==> src/rtl/riscv_csr_pkg.sv <==
// Shared CSR definitions for the machine-mode CSR sequencer: addresses,
// funct3 encodings, mstatus field positions, FSM states and mstatus helpers.
package riscv_csr_pkg;

  localparam logic [11:0] CSR_MSTATUS = 12'h300;
  localparam logic [11:0] CSR_MISA    = 12'h301;
  localparam logic [11:0] CSR_MEPC    = 12'h341;
  localparam logic [11:0] CSR_MCAUSE  = 12'h342;

  localparam logic [2:0] F3_RW  = 3'b001;
  localparam logic [2:0] F3_RS  = 3'b010;
  localparam logic [2:0] F3_RC  = 3'b011;
  localparam logic [2:0] F3_RWI = 3'b101;
  localparam logic [2:0] F3_RSI = 3'b110;
  localparam logic [2:0] F3_RCI = 3'b111;

  localparam int MSTATUS_MIE    = 3;
  localparam int MSTATUS_MPIE   = 7;
  localparam int MSTATUS_MPP_LO = 11;
  localparam int MSTATUS_MPP_HI = 12;

  typedef enum logic [2:0] {
    ST_IDLE       = 3'd0,
    ST_CSR_RD     = 3'd1,
    ST_CSR_WR     = 3'd2,
    ST_TRAP_EPC   = 3'd3,
    ST_TRAP_CAUSE = 3'd4,
    ST_TRAP_STAT  = 3'd5,
    ST_MRET_RD    = 3'd6,
    ST_MRET_WR    = 3'd7
  } csr_state_e;

  function automatic logic [31:0] trap_mstatus(input logic [31:0] ms);
    logic [31:0] r;
    r = ms;
    r[MSTATUS_MPIE] = ms[MSTATUS_MIE];
    r[MSTATUS_MIE]  = 1'b0;
    r[MSTATUS_MPP_HI:MSTATUS_MPP_LO] = 2'b11;
    return r;
  endfunction

  function automatic logic [31:0] mret_mstatus(input logic [31:0] ms);
    logic [31:0] r;
    r = ms;
    r[MSTATUS_MIE]  = ms[MSTATUS_MPIE];
    r[MSTATUS_MPIE] = 1'b1;
    r[MSTATUS_MPP_HI:MSTATUS_MPP_LO] = 2'b11;
    return r;
  endfunction

endpackage

==> src/rtl/csr_seq_ctrl_if.sv <==
// Request/CSR-file bundle between the pipeline, the sequencer and the CSR file.
interface csr_seq_ctrl_if #(
  parameter int XLEN   = 32,
  parameter int ADDR_W = 12
);
  logic              csr_req_in;
  logic [2:0]        csr_op_in;
  logic [ADDR_W-1:0] csr_addr_in;
  logic [XLEN-1:0]   pre_data_in;
  logic              src_zero_in;
  logic              trap_req_in;
  logic [XLEN-1:0]   trap_pc_in;
  logic [XLEN-1:0]   trap_cause_in;
  logic              mret_req_in;
  logic [XLEN-1:0]   csr_rd_data_in;
  logic [ADDR_W-1:0] csr_addr_out;
  logic              csr_wr_en_out;
  logic [XLEN-1:0]   csr_wr_data_out;
  logic [XLEN-1:0]   rd_data_out;
  logic              csr_done_out;
  logic              trap_done_out;
  logic              mret_done_out;
  logic              illegal_out;
  logic              stall_out;

  modport slave (
    input  csr_req_in, csr_op_in, csr_addr_in, pre_data_in, src_zero_in,
           trap_req_in, trap_pc_in, trap_cause_in, mret_req_in, csr_rd_data_in,
    output csr_addr_out, csr_wr_en_out, csr_wr_data_out, rd_data_out,
           csr_done_out, trap_done_out, mret_done_out, illegal_out, stall_out
  );

  modport master (
    output csr_req_in, csr_op_in, csr_addr_in, pre_data_in, src_zero_in,
           trap_req_in, trap_pc_in, trap_cause_in, mret_req_in, csr_rd_data_in,
    input  csr_addr_out, csr_wr_en_out, csr_wr_data_out, rd_data_out,
           csr_done_out, trap_done_out, mret_done_out, illegal_out, stall_out
  );
endinterface

==> src/rtl/csr_rmw_unit.sv <==
// Combinational read-modify-write for Zicsr ops: new value, write enable and
// illegal-access detection from funct3, old value, operand and address.
module csr_rmw_unit
  import riscv_csr_pkg::*;
#(
  parameter int XLEN   = 32,
  parameter int ADDR_W = 12
) (
  input  logic [2:0]        op_i,
  input  logic [XLEN-1:0]   old_i,
  input  logic [XLEN-1:0]   pre_data_i,
  input  logic              src_zero_i,
  input  logic [ADDR_W-1:0] addr_i,
  output logic [XLEN-1:0]   new_value_o,
  output logic              write_enable_o,
  output logic              illegal_o
);

  logic legal_op_s;
  logic wants_write_s;
  logic read_only_s;
  logic is_misa_s;

  assign read_only_s = (addr_i[ADDR_W-1 -: 2] == 2'b11);
  assign is_misa_s   = (addr_i == ADDR_W'(CSR_MISA));

  // Set/clear with a zero source are pure reads; RW forms always write.
  always_comb begin
    legal_op_s    = 1'b1;
    wants_write_s = 1'b0;
    new_value_o   = {XLEN{1'b0}};
    case (op_i)
      F3_RW, F3_RWI: begin
        new_value_o   = pre_data_i;
        wants_write_s = 1'b1;
      end
      F3_RS, F3_RSI: begin
        new_value_o   = old_i | pre_data_i;
        wants_write_s = ~src_zero_i;
      end
      F3_RC, F3_RCI: begin
        new_value_o   = old_i & ~pre_data_i;
        wants_write_s = ~src_zero_i;
      end
      default: begin
        legal_op_s    = 1'b0;
        wants_write_s = 1'b0;
      end
    endcase
  end

  // misa is silently read-only; the 2'b11 address block traps on write.
  assign write_enable_o = wants_write_s & ~read_only_s & ~is_misa_s;
  assign illegal_o      = ~legal_op_s | (wants_write_s & read_only_s);

endmodule

==> src/rtl/csr_seq_ctrl.sv <==
// Machine-mode CSR sequencer: arbitrates trap/MRET/Zicsr requests and drives
// the CSR file one access per cycle, stalling the pipeline while busy.
module csr_seq_ctrl
  import riscv_csr_pkg::*;
#(
  parameter int XLEN   = 32,
  parameter int ADDR_W = 12
) (
  input  logic           clk_in,
  input  logic           rst_in,
  csr_seq_ctrl_if.slave  bus
);

  csr_state_e      state_q, state_d;
  logic [XLEN-1:0] old_q, old_d;
  logic [XLEN-1:0] rmw_new_s;
  logic            rmw_we_s;
  logic            rmw_illegal_s;

  csr_rmw_unit #(.XLEN(XLEN), .ADDR_W(ADDR_W)) u_rmw (
    .op_i           (bus.csr_op_in),
    .old_i          (old_q),
    .pre_data_i     (bus.pre_data_in),
    .src_zero_i     (bus.src_zero_in),
    .addr_i         (bus.csr_addr_in),
    .new_value_o    (rmw_new_s),
    .write_enable_o (rmw_we_s),
    .illegal_o      (rmw_illegal_s)
  );

  always_ff @(posedge clk_in) begin
    if (rst_in) begin
      state_q <= ST_IDLE;
      old_q   <= {XLEN{1'b0}};
    end else begin
      state_q <= state_d;
      old_q   <= old_d;
    end
  end

  // Outputs are decoded from the state register; arbitration only in IDLE.
  always_comb begin
    state_d             = state_q;
    old_d               = old_q;
    bus.csr_addr_out    = {ADDR_W{1'b0}};
    bus.csr_wr_en_out   = 1'b0;
    bus.csr_wr_data_out = {XLEN{1'b0}};
    bus.rd_data_out     = {XLEN{1'b0}};
    bus.csr_done_out    = 1'b0;
    bus.trap_done_out   = 1'b0;
    bus.mret_done_out   = 1'b0;
    bus.illegal_out     = 1'b0;
    bus.stall_out       = 1'b1;
    case (state_q)
      ST_IDLE: begin
        bus.stall_out = bus.trap_req_in | bus.mret_req_in | bus.csr_req_in;
        if (bus.trap_req_in) begin
          state_d = ST_TRAP_EPC;
        end else if (bus.mret_req_in) begin
          state_d = ST_MRET_RD;
        end else if (bus.csr_req_in) begin
          state_d = ST_CSR_RD;
        end else begin
          state_d = ST_IDLE;
        end
      end
      ST_CSR_RD: begin
        bus.csr_addr_out = bus.csr_addr_in;
        old_d            = bus.csr_rd_data_in;
        state_d          = ST_CSR_WR;
      end
      ST_CSR_WR: begin
        bus.csr_addr_out    = bus.csr_addr_in;
        bus.csr_wr_en_out   = rmw_we_s;
        bus.csr_wr_data_out = rmw_new_s;
        bus.rd_data_out     = old_q;
        bus.csr_done_out    = 1'b1;
        bus.illegal_out     = rmw_illegal_s;
        state_d             = ST_IDLE;
      end
      ST_TRAP_EPC: begin
        bus.csr_addr_out    = ADDR_W'(CSR_MEPC);
        bus.csr_wr_en_out   = 1'b1;
        bus.csr_wr_data_out = bus.trap_pc_in & ~{{(XLEN-2){1'b0}}, 2'b11};
        state_d             = ST_TRAP_CAUSE;
      end
      ST_TRAP_CAUSE: begin
        bus.csr_addr_out    = ADDR_W'(CSR_MCAUSE);
        bus.csr_wr_en_out   = 1'b1;
        bus.csr_wr_data_out = bus.trap_cause_in;
        state_d             = ST_TRAP_STAT;
      end
      ST_TRAP_STAT: begin
        bus.csr_addr_out    = ADDR_W'(CSR_MSTATUS);
        bus.csr_wr_en_out   = 1'b1;
        bus.csr_wr_data_out = trap_mstatus(bus.csr_rd_data_in);
        bus.trap_done_out   = 1'b1;
        state_d             = ST_IDLE;
      end
      ST_MRET_RD: begin
        bus.csr_addr_out = ADDR_W'(CSR_MSTATUS);
        old_d            = bus.csr_rd_data_in;
        state_d          = ST_MRET_WR;
      end
      ST_MRET_WR: begin
        bus.csr_addr_out    = ADDR_W'(CSR_MSTATUS);
        bus.csr_wr_en_out   = 1'b1;
        bus.csr_wr_data_out = mret_mstatus(old_q);
        bus.mret_done_out   = 1'b1;
        state_d             = ST_IDLE;
      end
      default: begin
        state_d = ST_IDLE;
      end
    endcase
  end

endmodule

==> src/flat_wrapper.sv <==
// flat-port wrapper written by rule: the top's interface ports become plain ports
module csr_seq_ctrl_flat import riscv_csr_pkg::*;
#(
  parameter int XLEN   = 32,
  parameter int ADDR_W = 12
)
  (clk_in, rst_in, bus_csr_req_in, bus_csr_op_in, bus_csr_addr_in, bus_pre_data_in, bus_src_zero_in, bus_trap_req_in, bus_trap_pc_in, bus_trap_cause_in, bus_mret_req_in, bus_csr_rd_data_in, bus_csr_addr_out, bus_csr_wr_en_out, bus_csr_wr_data_out, bus_rd_data_out, bus_csr_done_out, bus_trap_done_out, bus_mret_done_out, bus_illegal_out, bus_stall_out);
  csr_seq_ctrl_if #(.XLEN(XLEN), .ADDR_W(ADDR_W)) bus_i ();
  input  logic clk_in;
  input  logic rst_in;
  input wire logic [$bits(bus_i.csr_req_in)-1:0] bus_csr_req_in;
  input wire logic [$bits(bus_i.csr_op_in)-1:0] bus_csr_op_in;
  input wire logic [$bits(bus_i.csr_addr_in)-1:0] bus_csr_addr_in;
  input wire logic [$bits(bus_i.pre_data_in)-1:0] bus_pre_data_in;
  input wire logic [$bits(bus_i.src_zero_in)-1:0] bus_src_zero_in;
  input wire logic [$bits(bus_i.trap_req_in)-1:0] bus_trap_req_in;
  input wire logic [$bits(bus_i.trap_pc_in)-1:0] bus_trap_pc_in;
  input wire logic [$bits(bus_i.trap_cause_in)-1:0] bus_trap_cause_in;
  input wire logic [$bits(bus_i.mret_req_in)-1:0] bus_mret_req_in;
  input wire logic [$bits(bus_i.csr_rd_data_in)-1:0] bus_csr_rd_data_in;
  output wire logic [$bits(bus_i.csr_addr_out)-1:0] bus_csr_addr_out;
  output wire logic [$bits(bus_i.csr_wr_en_out)-1:0] bus_csr_wr_en_out;
  output wire logic [$bits(bus_i.csr_wr_data_out)-1:0] bus_csr_wr_data_out;
  output wire logic [$bits(bus_i.rd_data_out)-1:0] bus_rd_data_out;
  output wire logic [$bits(bus_i.csr_done_out)-1:0] bus_csr_done_out;
  output wire logic [$bits(bus_i.trap_done_out)-1:0] bus_trap_done_out;
  output wire logic [$bits(bus_i.mret_done_out)-1:0] bus_mret_done_out;
  output wire logic [$bits(bus_i.illegal_out)-1:0] bus_illegal_out;
  output wire logic [$bits(bus_i.stall_out)-1:0] bus_stall_out;
  assign bus_i.csr_req_in = bus_csr_req_in;
  assign bus_i.csr_op_in = bus_csr_op_in;
  assign bus_i.csr_addr_in = bus_csr_addr_in;
  assign bus_i.pre_data_in = bus_pre_data_in;
  assign bus_i.src_zero_in = bus_src_zero_in;
  assign bus_i.trap_req_in = bus_trap_req_in;
  assign bus_i.trap_pc_in = bus_trap_pc_in;
  assign bus_i.trap_cause_in = bus_trap_cause_in;
  assign bus_i.mret_req_in = bus_mret_req_in;
  assign bus_i.csr_rd_data_in = bus_csr_rd_data_in;
  assign bus_csr_addr_out = bus_i.csr_addr_out;
  assign bus_csr_wr_en_out = bus_i.csr_wr_en_out;
  assign bus_csr_wr_data_out = bus_i.csr_wr_data_out;
  assign bus_rd_data_out = bus_i.rd_data_out;
  assign bus_csr_done_out = bus_i.csr_done_out;
  assign bus_trap_done_out = bus_i.trap_done_out;
  assign bus_mret_done_out = bus_i.mret_done_out;
  assign bus_illegal_out = bus_i.illegal_out;
  assign bus_stall_out = bus_i.stall_out;
  csr_seq_ctrl #(.XLEN(XLEN), .ADDR_W(ADDR_W)) u_core (.clk_in(clk_in), .rst_in(rst_in), .bus(bus_i));
endmodule
==> config.mk <==
export PLATFORM = sky130hd
export DESIGN_NAME = csr_seq_ctrl_flat
export DESIGN_NICKNAME = d
export VERILOG_FILES = /design/src/rtl/riscv_csr_pkg.sv /design/src/rtl/csr_seq_ctrl_if.sv /design/src/rtl/csr_rmw_unit.sv /design/src/rtl/csr_seq_ctrl.sv /design/src/flat_wrapper.sv
export SDC_FILE = /design/constraint.sdc
export NUM_CORES = 1
export LEC_CHECK = 0
export BUFFER_PORTS_ARGS = -buffer_cell sky130_fd_sc_hd__buf_2
export CAP_MARGIN = 30
export CORE_ASPECT_RATIO = 1.25
export CORE_MARGIN = 8
export CORE_UTILIZATION = 49
export DETAILED_ROUTE_END_ITERATION = 8
export HOLD_SLACK_MARGIN = 0.12
export PLACE_DENSITY = 0.88
export SYNTH_ARGS = -nofsm -noshare
export SYNTH_HDL_FRONTEND = slang
export SYNTH_HIERARCHICAL = 1
export SYNTH_SLANG_ARGS = --single-unit
export TNS_END_PERCENT = 10
==> constraint.sdc <==
create_clock -name clk_in -period 2.5 [get_ports clk_in]
set_clock_uncertainty 0.1 [all_clocks]
set_input_delay 0.125 -clock clk_in [delete_from_list [all_inputs] [get_ports clk_in]]
set_output_delay 0.125 -clock clk_in [all_outputs]
set_load 0.02 [all_outputs]
==> results.json, run 1 <==
{
  "status": "complete, no violations",
  "hold_viol_final": 0,
  "grt_usage_pct": 25.6,
  "die_y_um": 118,
  "grt_pass1_wl_mm": 25.0,
  "antenna_found_initial": 2,
  "cts_setup_buffers": 0,
  "synthTopCellsByCount": "66 x mux2i_1, 65 x nand2b_1, 41 x and2_1",
  "r2r-start": "u_core/state_q[2]",
  "routed_wl_mm": 15.7,
  "period_share_pct": 92.3,
  "vias_per_cell": 5.92,
  "syn2layout_area_growth_pct": 35.0,
  "critPathCaptureType": "primary output",
  "register_area_um2": 704,
  "cp.arrival_ns": 2.08,
  "synth_cells": 500,
  "clock_path_buffers": 2,
  "layout.nets": 875,
  "tightest_slew_ns": 0.959,
  "drt_pass1_iterations": 5,
  "critPathLaunchType": "flip-flop",
  "grt_max_degree": 68,
  "cp.required_ns": 2.28,
  "dpl.hpwl_mm": 11.0,
  "clk_latency_ns": 0.28,
  "yosysWarnings": 6,
  "hold_class": "input pin to flip-flop",
  "numCtsBuffers": 5,
  "worstSetupPathType": "flip-flop to primary output",
  "final_core_utilization_pct": 67.3,
  "start_util_pct": 49.9,
  "peakVddDrop_mv": 0.286,
  "drv_cap": 0,
  "ios": 231,
  "synth_top_area_share_pct": 17.2,
  "syn_avg_cell_area_um2": 8.13,
  "synth_most_common_cell": "mux2i_1",
  "ys_seq_area_share_pct": 17.2,
  "yosysTopAreaCell": "dfxtp_1",
  "leakagePower_uw": 0.00274,
  "die_area_um2": 11500,
  "die_w_um": 97.4,
  "drive_gt1_share_pct": 38.8,
  "ys_types": 39,
  "htree_levels": 2,
  "io_buffer_count": 227,
  "slew_violations": 0,
  "ant_nets": 0,
  "path_clk_slew_ns": 0.07,
  "slew_headroom_pct": 35.9,
  "period_needed_ns": 2.31,
  "multi_input_area_um2": 2900,
  "rsz0062_at_grt": "false",
  "rows": 37,
  "place_congestion": 0.850,
  "vias": 4875,
  "hp-start": "bus_trap_req_in",
  "core_area_um2": 8150,
  "clock_sinks": 35,
  "final.fill_count": 672,
  "overflow": 0,
  "synth_ff_type": "dfxtp_1",
  "synthArstFlopShare_pct": 0,
  "power_density_nw_per_um2": 478,
  "synth_edf_count": 0,
  "drtIter0Drc": 323,
  "clockRootBuffer": "clkbuf_8",
  "drcViolationCount": 0,
  "tritoncts": "done",
  "wl_per_cell_um": 19.0,
  "grt_pass1_vias": 5163,
  "yosys_register_bits": 35,
  "finalSetupViolations": 0,
  "cp-startpoint": "u_core/state_q[2]",
  "syn-num-nets": 649,
  "synthTopCellsByArea": "dfxtp_1 17%, mux2i_1 16%, nand2b_1 10%",
  "fmax_mhz": 433,
  "critPathMaxFanout": 28,
  "syn_area_um2": 4060,
  "tns_ns": 0
}
-- power breakdown --
part	total, µW	switching [µW]	internal, µW
combinational	1540	887	656
sequential	704	82.1	622
clock	374	188	186
total	2620	1160	1460
-- metal layers --
layer / part of all wire (%) / GRT usage (%)
met3: 8.1 / 6.22
met5: 0 / 0
met2: 51 / 45.6
met4: 4.1 / 13.9
met1: 37 / 26.9
-- flip-flops by register name, summed over array words and instances (netlist names) --
signal          count
u_core/old_q       32
u_core/state_q      3
-- cells by family after synthesis --
kind of cell    after synthesis  share of synthesized area [%]
xor+xnor                      1                          0.216
flops                        35                           17.2
buf+inv                      87                           11.8
fa+ha+maj                     1                          0.246
compound gates              144                           25.9
mux                          92                           23.5
simple gates                140                           21.2
-- critical path, cell delays in order (launching register included) --
cell and delay, ns:
dfxtp_2 0.50, buf_4 0.44, mux2_2 0.39, a22oi_1 0.16, a21oi_1 0.11, buf_2 0.19
-- cells in the final DEF, fill, tap and decap left out, drive strengths merged, types with 6 or more instances in the layout --
cell type,n
clkbuf,6
a221oi,27
nor2,8
a22o,31
nand2,8
mux2,26
and2,41
nor2b,9
dfxtp,35
dlygate4sd3,32
mux2i,66
buf,241
a22oi,29
o21ai,9
nand2b,65
inv,33
a21oi,37
-- layout make-up --
class / count / share of cell area (%)
diodes: 2 / 0.0912
clock buffers: 6 / 1.32
inverters: 33 / 2.26
multi-input cells: 378 / 52.8
flip-flops and latches: 35 / 12.8
well taps: 97 / 2.21
repair buffers: 273 / 28.5
-- per-stage QoR --
stage               power [µW]  setup WS (ns)  std cells  cell area [µm²]  hold slack (ns)
floorplan                 1760          0.881        500             4060            0.177
global placement          2140          0.427        784             5080            0.291
detailed placement        2190          0.405        784             5080            0.298
CTS                       2610         0.0858        822             5480            0.139
global route              2790         0.0240        824             5490            0.140
finish                    2620          0.193        824             5490            0.137
-- worst paths after layout --
kind | to | slack, ns | depth (start not counted)
worst min-delay path | u_core/state_q[0] | 0.14 | 3
worst max-delay path | bus_csr_wr_data_out[15] | 0.19 | 5
worst min register to register | u_core/old_q[11] | 0.40 | 2
worst max register to register | u_core/old_q[10] | 0.43 | 5
-- repair_timing --
item / in CTS / in global routing
endpoints found under the hold margin: 32 / 0
resized for setup: 0 / 1
hold buffers: 32 / 0
setup endpoints to repair: 0 / 3
Note: power is estimated with default switching activity, not from simulation.
==> inputs of run 2 (changes only) <==
--- a/config.mk
+++ b/config.mk
@@ -8,11 +8,12 @@
 export BUFFER_PORTS_ARGS = -buffer_cell sky130_fd_sc_hd__buf_2
 export CAP_MARGIN = 30
 export CORE_ASPECT_RATIO = 1.25
-export CORE_MARGIN = 8
-export CORE_UTILIZATION = 49
+export CORE_MARGIN = 2
+export CORE_UTILIZATION = 50
+export CTS_BUF_LIST = sky130_fd_sc_hd__clkbuf_2 sky130_fd_sc_hd__clkbuf_4 sky130_fd_sc_hd__clkbuf_8
 export DETAILED_ROUTE_END_ITERATION = 8
 export HOLD_SLACK_MARGIN = 0.12
-export PLACE_DENSITY = 0.88
+export PLACE_DENSITY = 0.89
 export SYNTH_ARGS = -nofsm -noshare
 export SYNTH_HDL_FRONTEND = slang
 export SYNTH_HIERARCHICAL = 1
==> results.json, run 2 (synthesis gave the netlist of run 1 again) <==
{
  "drt_pass1_iterations": 5,
  "power_density_nw_per_um2": 482,
  "clock_sinks": 35,
  "pwr-share-seq_pct": 27.6,
  "critPathMaxFanout": 38,
  "hold_class": "input pin to flip-flop",
  "grt_pass1_wl_mm": 22.1,
  "vias_per_cell": 5.93,
  "rows": 36,
  "drv_cap": 0,
  "drtIter0Drc": 406,
  "tns_ns": 0,
  "rr_worst_depth": 5,
  "routed_wl_mm": 14.3,
  "tritoncts": "done",
  "io_buffer_count": 227,
  "largest_register_ffs": 32,
  "top_regs": "u_core/old_q x32, u_core/state_q x3",
  "grt_pass1_vias": 4779,
  "finalSetupViolations": 0,
  "overflow": 0,
  "hold_viol_final": 0,
  "antenna_cells": 0,
  "p_clk_share_pct": 15.7,
  "final_core_utilization_pct": 70.6,
  "place_congestion": 0.830,
  "slew_violations": 0,
  "vias": 4896,
  "worstSetupPathType": "flip-flop to primary output",
  "r2r-end": "u_core/state_q[0]",
  "syn2layout_area_growth_pct": 36.1,
  "critPathLaunchType": "flip-flop",
  "clockRootBuffer": "clkbuf_8",
  "core_area_um2": 7840,
  "endpoint": "bus_csr_wr_data_out[4]",
  "layout.nets": 879,
  "cp.required_ns": 2.28,
  "path_clk_slew_ns": 0.07,
  "die_y_um": 105,
  "clock_path_buffers": 2,
  "drcViolationCount": 0,
  "fmax_mhz": 441,
  "power_switching_uw": 1160,
  "grt_max_degree": 68,
  "die_area_um2": 8870,
  "die_w_um": 84.6,
  "leakagePower_uw": 0.00277,
  "ios": 231,
  "combPwrFrac_pct": 56.7,
  "period_share_pct": 90.7,
  "reg2reg_slack_ns": 0.45,
  "numCtsBuffers": 5,
  "rsz0062_at_grt": "false",
  "ant_nets": 0,
  "internal_power_uw": 1500,
  "dpl.hpwl_mm": 9.72,
  "status": "complete, no violations",
  "cp-startpoint": "u_core/state_q[2]",
  "p_sw_share_pct": 43.6,
  "peakVddDrop_mv": 0.321,
  "period_needed_ns": 2.27,
  "largest_register": "u_core/old_q",
  "tightest_slew_ns": 0.926,
  "clk_latency_ns": 0.28,
  "drive_gt1_share_pct": 39.1,
  "critPathCaptureType": "primary output",
  "antenna_found_initial": 0,
  "cp.arrival_ns": 2.04,
  "layout_commonest_cell": "buf_2",
  "whs_ns": 0.177,
  "slew_headroom_pct": 38.2,
  "r2r-start": "u_core/state_q[1]",
  "grt_usage_pct": 30.0,
  "wl_per_cell_um": 17.3,
  "htree_levels": 2,
  "start_util_pct": 51.8,
  "final_cell_mix": "227 x buf_2, 66 x mux2i_1, 65 x nand2b_1",
  "cts_setup_buffers": 0
}
## run 2: critical path, stage by stage (launching register included)
cell	delay (ns)
dfxtp_4	0.56
nor2b_4	0.21
buf_4	0.38
a22oi_1	0.17
a21oi_1	0.21
buf_2	0.20
## run 2: area by class of cell
cell class,instances,area (µm²)
flip-flops and latches,35,709
well taps,95,119
inverters,33,124
multi-input cells,378,2890
fillers,620,2310
clock inverters,1,5.00
repair buffers,277,1600
clock buffers,7,83.8
## run 2: power groups by stage
| stage | clock, µW | combinational (µW) | sequential (µW) |
|---|---|---|---|
| 3_5_place_dp | 0 | 1440 | 743 |
| 2_1_floorplan | 0 | 1090 | 669 |
| 6_report | 417 | 1510 | 736 |
| 5_1_grt | 459 | 1620 | 745 |
| 3_3_place_gp | 0 | 1400 | 736 |
| 4_1_cts | 430 | 1490 | 730 |
## run 2: worst min path at each step
stage,from,endpoint,slack [ns],cells past startpoint
global placement,bus_csr_rd_data_in[7],u_core/old_q[7],0.29,3
floorplan,bus_csr_rd_data_in[0],u_core/old_q[0],0.18,2
finish,bus_mret_req_in,u_core/state_q[2],0.18,3
global route,bus_mret_req_in,u_core/state_q[1],0.19,4
CTS,bus_mret_req_in,u_core/state_q[1],0.14,4
detailed placement,bus_csr_rd_data_in[7],u_core/old_q[7],0.29,3
## run 2: layer usage
layer,track usage (%),routed length [µm]
met1,32.2,5250
met2,56.2,7420
met3,4.82,1090
met4,13.8,531
met5,0,0
## run 2: through the flow
step / setup WS (ns) / cell area [µm²] / cells / total power, µW
final: 0.233 / 5530 / 826 / 2660
after global routing: 0.132 / 5530 / 826 / 2820
after CTS: 0.0731 / 5530 / 826 / 2640
after detailed placement: 0.375 / 5100 / 784 / 2180
after global placement: 0.437 / 5100 / 784 / 2130
after floorplan: 0.881 / 4060 / 500 / 1760
## run 2: what timing repair did
| action | CTS | global route |
|---|---|---|
| setup endpoints to repair | 0 | 17 |
| gates resized for setup | 0 | 2 |
| hold endpoints to repair | 33 | 0 |
| hold buffers | 34 | 0 |
